===== config.mk =====
export PLATFORM = sky130hd
export DESIGN_NAME = port_a_mode1_ctrl
export DESIGN_NICKNAME = d
export VERILOG_FILES = /design/src/rtl/port_a_mode1_ctrl.sv
export SDC_FILE = /design/constraint.sdc
export NUM_CORES = 1
export LEC_CHECK = 0
export ABC_AREA = 1
export BUFFER_PORTS_ARGS = -buffer_cell sky130_fd_sc_hd__buf_4
export CAP_MARGIN = 20
export CORE_ASPECT_RATIO = 0.7
export CORE_MARGIN = 2
export CORE_UTILIZATION = 50
export DETAILED_ROUTE_END_ITERATION = 8
export PLACE_DENSITY = 0.89
export REMOVE_ABC_BUFFERS = 1
export SLEW_MARGIN = 20
export SYNTH_ARGS = -nofsm -noshare
export SYNTH_HDL_FRONTEND = slang
export SYNTH_SLANG_ARGS = --single-unit

===== constraint.sdc =====
create_clock -name clk -period 2.77 [get_ports clk]
set_clock_uncertainty 0.15 [all_clocks]
set_input_delay 0.554 -clock clk [delete_from_list [all_inputs] [get_ports clk]]
set_output_delay 0.554 -clock clk [all_outputs]
set_load 0.03 [all_outputs]

===== src/rtl/port_a_mode1_ctrl.sv =====
`default_nettype none
// ============================================================================
// Module   : port_a_mode1_ctrl
// Brief    : 8255 Mode 1 strobed-handshake sequencer for Port A (in/out).
// Revision : 1.0
// ============================================================================
module port_a_mode1_ctrl #(
  parameter int DATA_W      = 8,
  parameter int SYNC_STAGES = 2
) (
  input  logic              clk,
  input  logic              reset,
  input  logic              enable,
  input  logic              dir_in,
  input  logic              inte,
  input  logic              stb_n,
  input  logic              ack_n,
  input  logic              rd_pulse,
  input  logic              wr_pulse,
  input  logic [DATA_W-1:0] cpu_wdata,
  input  logic [DATA_W-1:0] pa_in,
  output logic [DATA_W-1:0] cpu_rdata,
  output logic [DATA_W-1:0] pa_out,
  output logic              pa_oe,
  output logic              ibf,
  output logic              obf_n,
  output logic              intr
);

  typedef enum logic [1:0] {
    IDLE     = 2'd0,
    IN_FULL  = 2'd1,
    OUT_FULL = 2'd2,
    OUT_ACK  = 2'd3
  } state_t;

  state_t state_q, state_d;

  logic [SYNC_STAGES-1:0] stb_sync_q, stb_sync_d;
  logic [SYNC_STAGES-1:0] ack_sync_q, ack_sync_d;
  logic stb_prev_q, stb_prev_d, ack_prev_q, ack_prev_d;
  logic stb_fall_q, stb_fall_d, stb_rise_q, stb_rise_d;
  logic ack_fall_q, ack_fall_d, ack_rise_q, ack_rise_d;
  logic dir_prev_q, dir_prev_d;
  logic [DATA_W-1:0] in_latch_q, in_latch_d;
  logic [DATA_W-1:0] out_latch_q, out_latch_d;
  logic ibf_q, ibf_d, obf_n_q, obf_n_d, intr_q, intr_d;

  always_comb begin
    stb_sync_d  = {stb_sync_q[SYNC_STAGES-2:0], stb_n};
    ack_sync_d  = {ack_sync_q[SYNC_STAGES-2:0], ack_n};
    stb_prev_d  = stb_sync_q[SYNC_STAGES-1];
    ack_prev_d  = ack_sync_q[SYNC_STAGES-1];
    // Edge pulses are registered so each lasts exactly one cycle after the synchroniser.
    stb_fall_d  = stb_prev_q & ~stb_sync_q[SYNC_STAGES-1];
    stb_rise_d  = ~stb_prev_q & stb_sync_q[SYNC_STAGES-1];
    ack_fall_d  = ack_prev_q & ~ack_sync_q[SYNC_STAGES-1];
    ack_rise_d  = ~ack_prev_q & ack_sync_q[SYNC_STAGES-1];
    dir_prev_d  = dir_in;

    state_d     = state_q;
    in_latch_d  = in_latch_q;
    out_latch_d = out_latch_q;
    ibf_d       = ibf_q;
    obf_n_d     = obf_n_q;
    intr_d      = intr_q;

    if (!enable || (dir_in != dir_prev_q)) begin
      state_d = IDLE;
      ibf_d   = 1'b0;
      obf_n_d = 1'b1;
      intr_d  = 1'b0;
    end else if (dir_in) begin
      case (state_q)
        IDLE: begin
          if (stb_fall_q) begin
            in_latch_d = pa_in;
            ibf_d      = 1'b1;
            state_d    = IN_FULL;
          end
        end
        IN_FULL: begin
          if (rd_pulse) begin
            ibf_d   = 1'b0;
            intr_d  = 1'b0;
            state_d = IDLE;
          end else if (stb_rise_q) begin
            intr_d = 1'b1;
          end
        end
        default: state_d = IDLE;
      endcase
    end else begin
      if (wr_pulse) begin
        out_latch_d = cpu_wdata;
        obf_n_d     = 1'b0;
        intr_d      = 1'b0;
        state_d     = OUT_FULL;
      end else begin
        case (state_q)
          OUT_FULL: begin
            if (ack_fall_q) begin
              obf_n_d = 1'b1;
              state_d = OUT_ACK;
            end
          end
          OUT_ACK: begin
            if (ack_rise_q) begin
              intr_d  = 1'b1;
              state_d = IDLE;
            end
          end
          default: state_d = IDLE;
        endcase
      end
    end

    // A masked set condition is dropped rather than held for later.
    if (!inte) intr_d = 1'b0;
  end

  always_ff @(posedge clk or posedge reset) begin
    if (reset) begin
      state_q     <= IDLE;
      stb_sync_q  <= '1;
      ack_sync_q  <= '1;
      stb_prev_q  <= 1'b1;
      ack_prev_q  <= 1'b1;
      stb_fall_q  <= 1'b0;
      stb_rise_q  <= 1'b0;
      ack_fall_q  <= 1'b0;
      ack_rise_q  <= 1'b0;
      dir_prev_q  <= 1'b0;
      in_latch_q  <= '0;
      out_latch_q <= '0;
      ibf_q       <= 1'b0;
      obf_n_q     <= 1'b1;
      intr_q      <= 1'b0;
    end else begin
      state_q     <= state_d;
      stb_sync_q  <= stb_sync_d;
      ack_sync_q  <= ack_sync_d;
      stb_prev_q  <= stb_prev_d;
      ack_prev_q  <= ack_prev_d;
      stb_fall_q  <= stb_fall_d;
      stb_rise_q  <= stb_rise_d;
      ack_fall_q  <= ack_fall_d;
      ack_rise_q  <= ack_rise_d;
      dir_prev_q  <= dir_prev_d;
      in_latch_q  <= in_latch_d;
      out_latch_q <= out_latch_d;
      ibf_q       <= ibf_d;
      obf_n_q     <= obf_n_d;
      intr_q      <= intr_d;
    end
  end

  assign cpu_rdata = in_latch_q;
  assign pa_out    = out_latch_q;
  assign ibf       = ibf_q;
  assign obf_n     = obf_n_q;
  assign intr      = intr_q & inte;
  assign pa_oe     = enable & ~dir_in & ~reset;

endmodule
`default_nettype wire


==> qor.yml <==
outcome:
  outcome: "completed"
routing:
  vias: 1226
  wirelength_um: 2880
  drtAntennaViolNets: 0
  drtIter0Drc: 63
  drc: 0
  vias_per_cell: 4.83
  wire_per_inst_um: 11.3
  dr.pass1.iters: 4
floorplan:
  io_pins: 45
  dieArea_um2: 3500
  die_w_um: 69.9
  coreArea_um2: 2840
  die_h_um: 50.1
  initial_core_util: 0.535
  placementRows: 16
power:
  peakVddDrop_uv: 434
  cellPowerDensity_nw_per_um2: 675
  leakagePower_nw: 1.08
setup_path:
  setup.worst_path.class: "in2out"
  endpoint_kind: "primary output"
  required_ps: 2070
  crit_top_cell: "buf_4"
  arrival_ps: 1120
  cp_top_family: "buffers and inverters"
  start_kind: "input pin"
  path_max_fanout: 9
  max_stage_delay_ps: 190
  worst-path-stages: 4
  cp_num_buf_inv: 3
  slowest_stage: "buf_4"
  rr_worst_depth: 4
  path_cells: "buf_4, inv_1, nor3_1, buf_4"
yosys:
  synth_top_family_by_area: "simple AND/OR/NAND/NOR gates"
  synth-xor-area-share: 0
  ys_types: 24
  yosys_warnings: 0
  synth_compound_area_frac: 0.0749
  ys_ff_latch: 32
  syn_inst: 169
  syn_area_um2: 1520
  synthAdderAreaFrac: 0
  synth_mux_area_frac: 0
  yosys.area_share.simple: 0.293
  syn_area_per_cell_um2: 9.00
  synth-seq-area-share: 0.533
finish:
  drive_gt1_frac: 0.399
  nFillCells: 240
  area_delta_synth_final_pct: 29.8
  diodes: 0
  fin_nets: 242
  multi_input_area_um2: 559
  final_util: 0.694
  final_cell_mix: "nand2_1 (51), buf_4 (45), dfrtp_1 (25), inv_1 (22), nand3_1 (9)"
  register_area_um2: 810
  final_common_cell: "nand2_1"
clocking:
  cts_made_buffers: 5
  path_clk_slew_ps: 60
  cts_setup_buffers: 0
  cts_tree: "done"
  cts_sinks: 32
  cts.htree.levels: 2
  postCtsHoldBufs: 0
  ctsResizeCount: 0
  ctsLongestPathBuffers: 2
  cts_root_buffer: "clkbuf_8"
  clk_latency_ps: 280
timing:
  rsz0062_at_grt: "false"
  period_minus_slack_ps: 1820
  finalCritPeriodShare: 0.658
  finalSetupViolCount: 0
  max_freq_mhz: 549
  hold_violations: 0
  drv_slew: 0
  tns_ps: 0
  tightest_slew_ps: 378
  slew_headroom: 0.748
global_route:
  grt_usage: 0.178
  grt_pass1_wl_um: 4820
  grt_pass1_vias: 1118
  grt_max_degree: 33
  grt_antenna_before_repair: 0
  grt_overflow: 0
placement:
  io_buffers: 44
  place.gp.congestion: 0.918
  place_hpwl_um: 2130
job:
  max_cap_violations: 0
worst_hold_path:
  holdCritPathClass: "in2async"
layout make-up:
class / count / area share
Inverter: 28 / 0.0558
Clock buffer: 5 / 0.0349
Multi-Input combinational cell: 105 / 0.283
Tap cell: 36 / 0.0228
Timing Repair Buffer: 45 / 0.171
Sequential cell: 32 / 0.410
Clock inverter: 3 / 0.0216
power by group:
part           internal, mW  leakage, nW  switching (mW)
clock network         0.266       0.0541           0.167
logic                 0.127        0.627           0.202
registers             0.531        0.394          0.0392
cell usage after synthesis:
cell      number  area, um^2
nand2_1       51         191
dfrtp_1       25         626
inv_1         22        82.6
nand3_1        9        45.0
o21ai_2        8        70.1
dfstp_2        7         184
nor2_1         7        26.3
inv_2          5        18.8
nand4_1        5        31.3
nand2_2        4        25.0
nor3_1         4        20.0
buf_6          3        33.8
nor2_2         3        18.8
o21ai_1        3        15.0
nand3_4        2        35.0
nor2_4         2        22.5
o21ai_0        2        10.0
a21oi_1        1        5.00
a31oi_1        1        6.26
buf_4          1        7.51
inv_6          1        8.76
nand3_2        1        10.0
nor2_8         1        20.0
o211ai_1       1        7.51
worst paths after layout:
kind,to,slack (ps),start
setup / recovery,pa_oe,950,enable
hold / removal,dir_prev_q$_DFF_PP0_,210,reset
setup reg to reg,cpu_rdata[5]$_DFFE_PP0P_,1330,state_q[0]$_DFFE_PP0P_
hold reg to reg,stb_sync_q[1]$_DFF_PP1_,210,stb_sync_q[0]$_DFF_PP1_
max in group asynchronous,obf_n$_DFFE_PP1P_,1940,reset
min in group clk,stb_sync_q[1]$_DFF_PP1_,210,stb_sync_q[0]$_DFF_PP1_
kinds of logic after synthesis:
| group | after synthesis |
|---|---|
| AND/OR/NAND/NOR | 89 |
| AO/OA/AOI/OAI | 16 |
| flip-flops | 32 |
| buffers and inverters | 32 |
routing by layer:
layer,track usage,vias up,wire [um]
li1,-,618,-
met5,0,-,0
met3,0.0703,6,219
met1,0.207,560,1240
met2,0.300,42,1380
met4,0.0705,0,40
state kept, by name, indices dropped and copies added, names as in the netlist:
name	count
stb_fall_q	1
stb_sync_q	2
intr_q	1
pa_out	8
ack_sync_q	2
obf_n	1
ibf	1
state_q	2
ack_prev_q	1
ack_rise_q	1
stb_rise_q	1
stb_prev_q	1
dir_prev_q	1
cpu_rdata	8
ack_fall_q	1
worst register-to-register path, cell delays in order (launching register included):
cell and delay, ps:
dfrtp_1 480, nor2_2 250, nand3_4 240, nand2_1 160, o21ai_2 60
per-stage QoR:
| step | setup slack (ps) | cell area (um^2) | hold WS [ps] | power (mW) | cells |
|---|---|---|---|---|---|
| floorplan | 816 | 1480 | 195 | 0.769 | 165 |
| global route | 918 | 1970 | 205 | 1.41 | 254 |
| finish | 948 | 1970 | 207 | 1.33 | 254 |
| CTS | 932 | 1970 | 209 | 1.35 | 254 |
| global placement | 988 | 1860 | 196 | 0.899 | 246 |
| detailed placement | 944 | 1860 | 199 | 0.910 | 246 |
(Power assumes the default switching activity.)
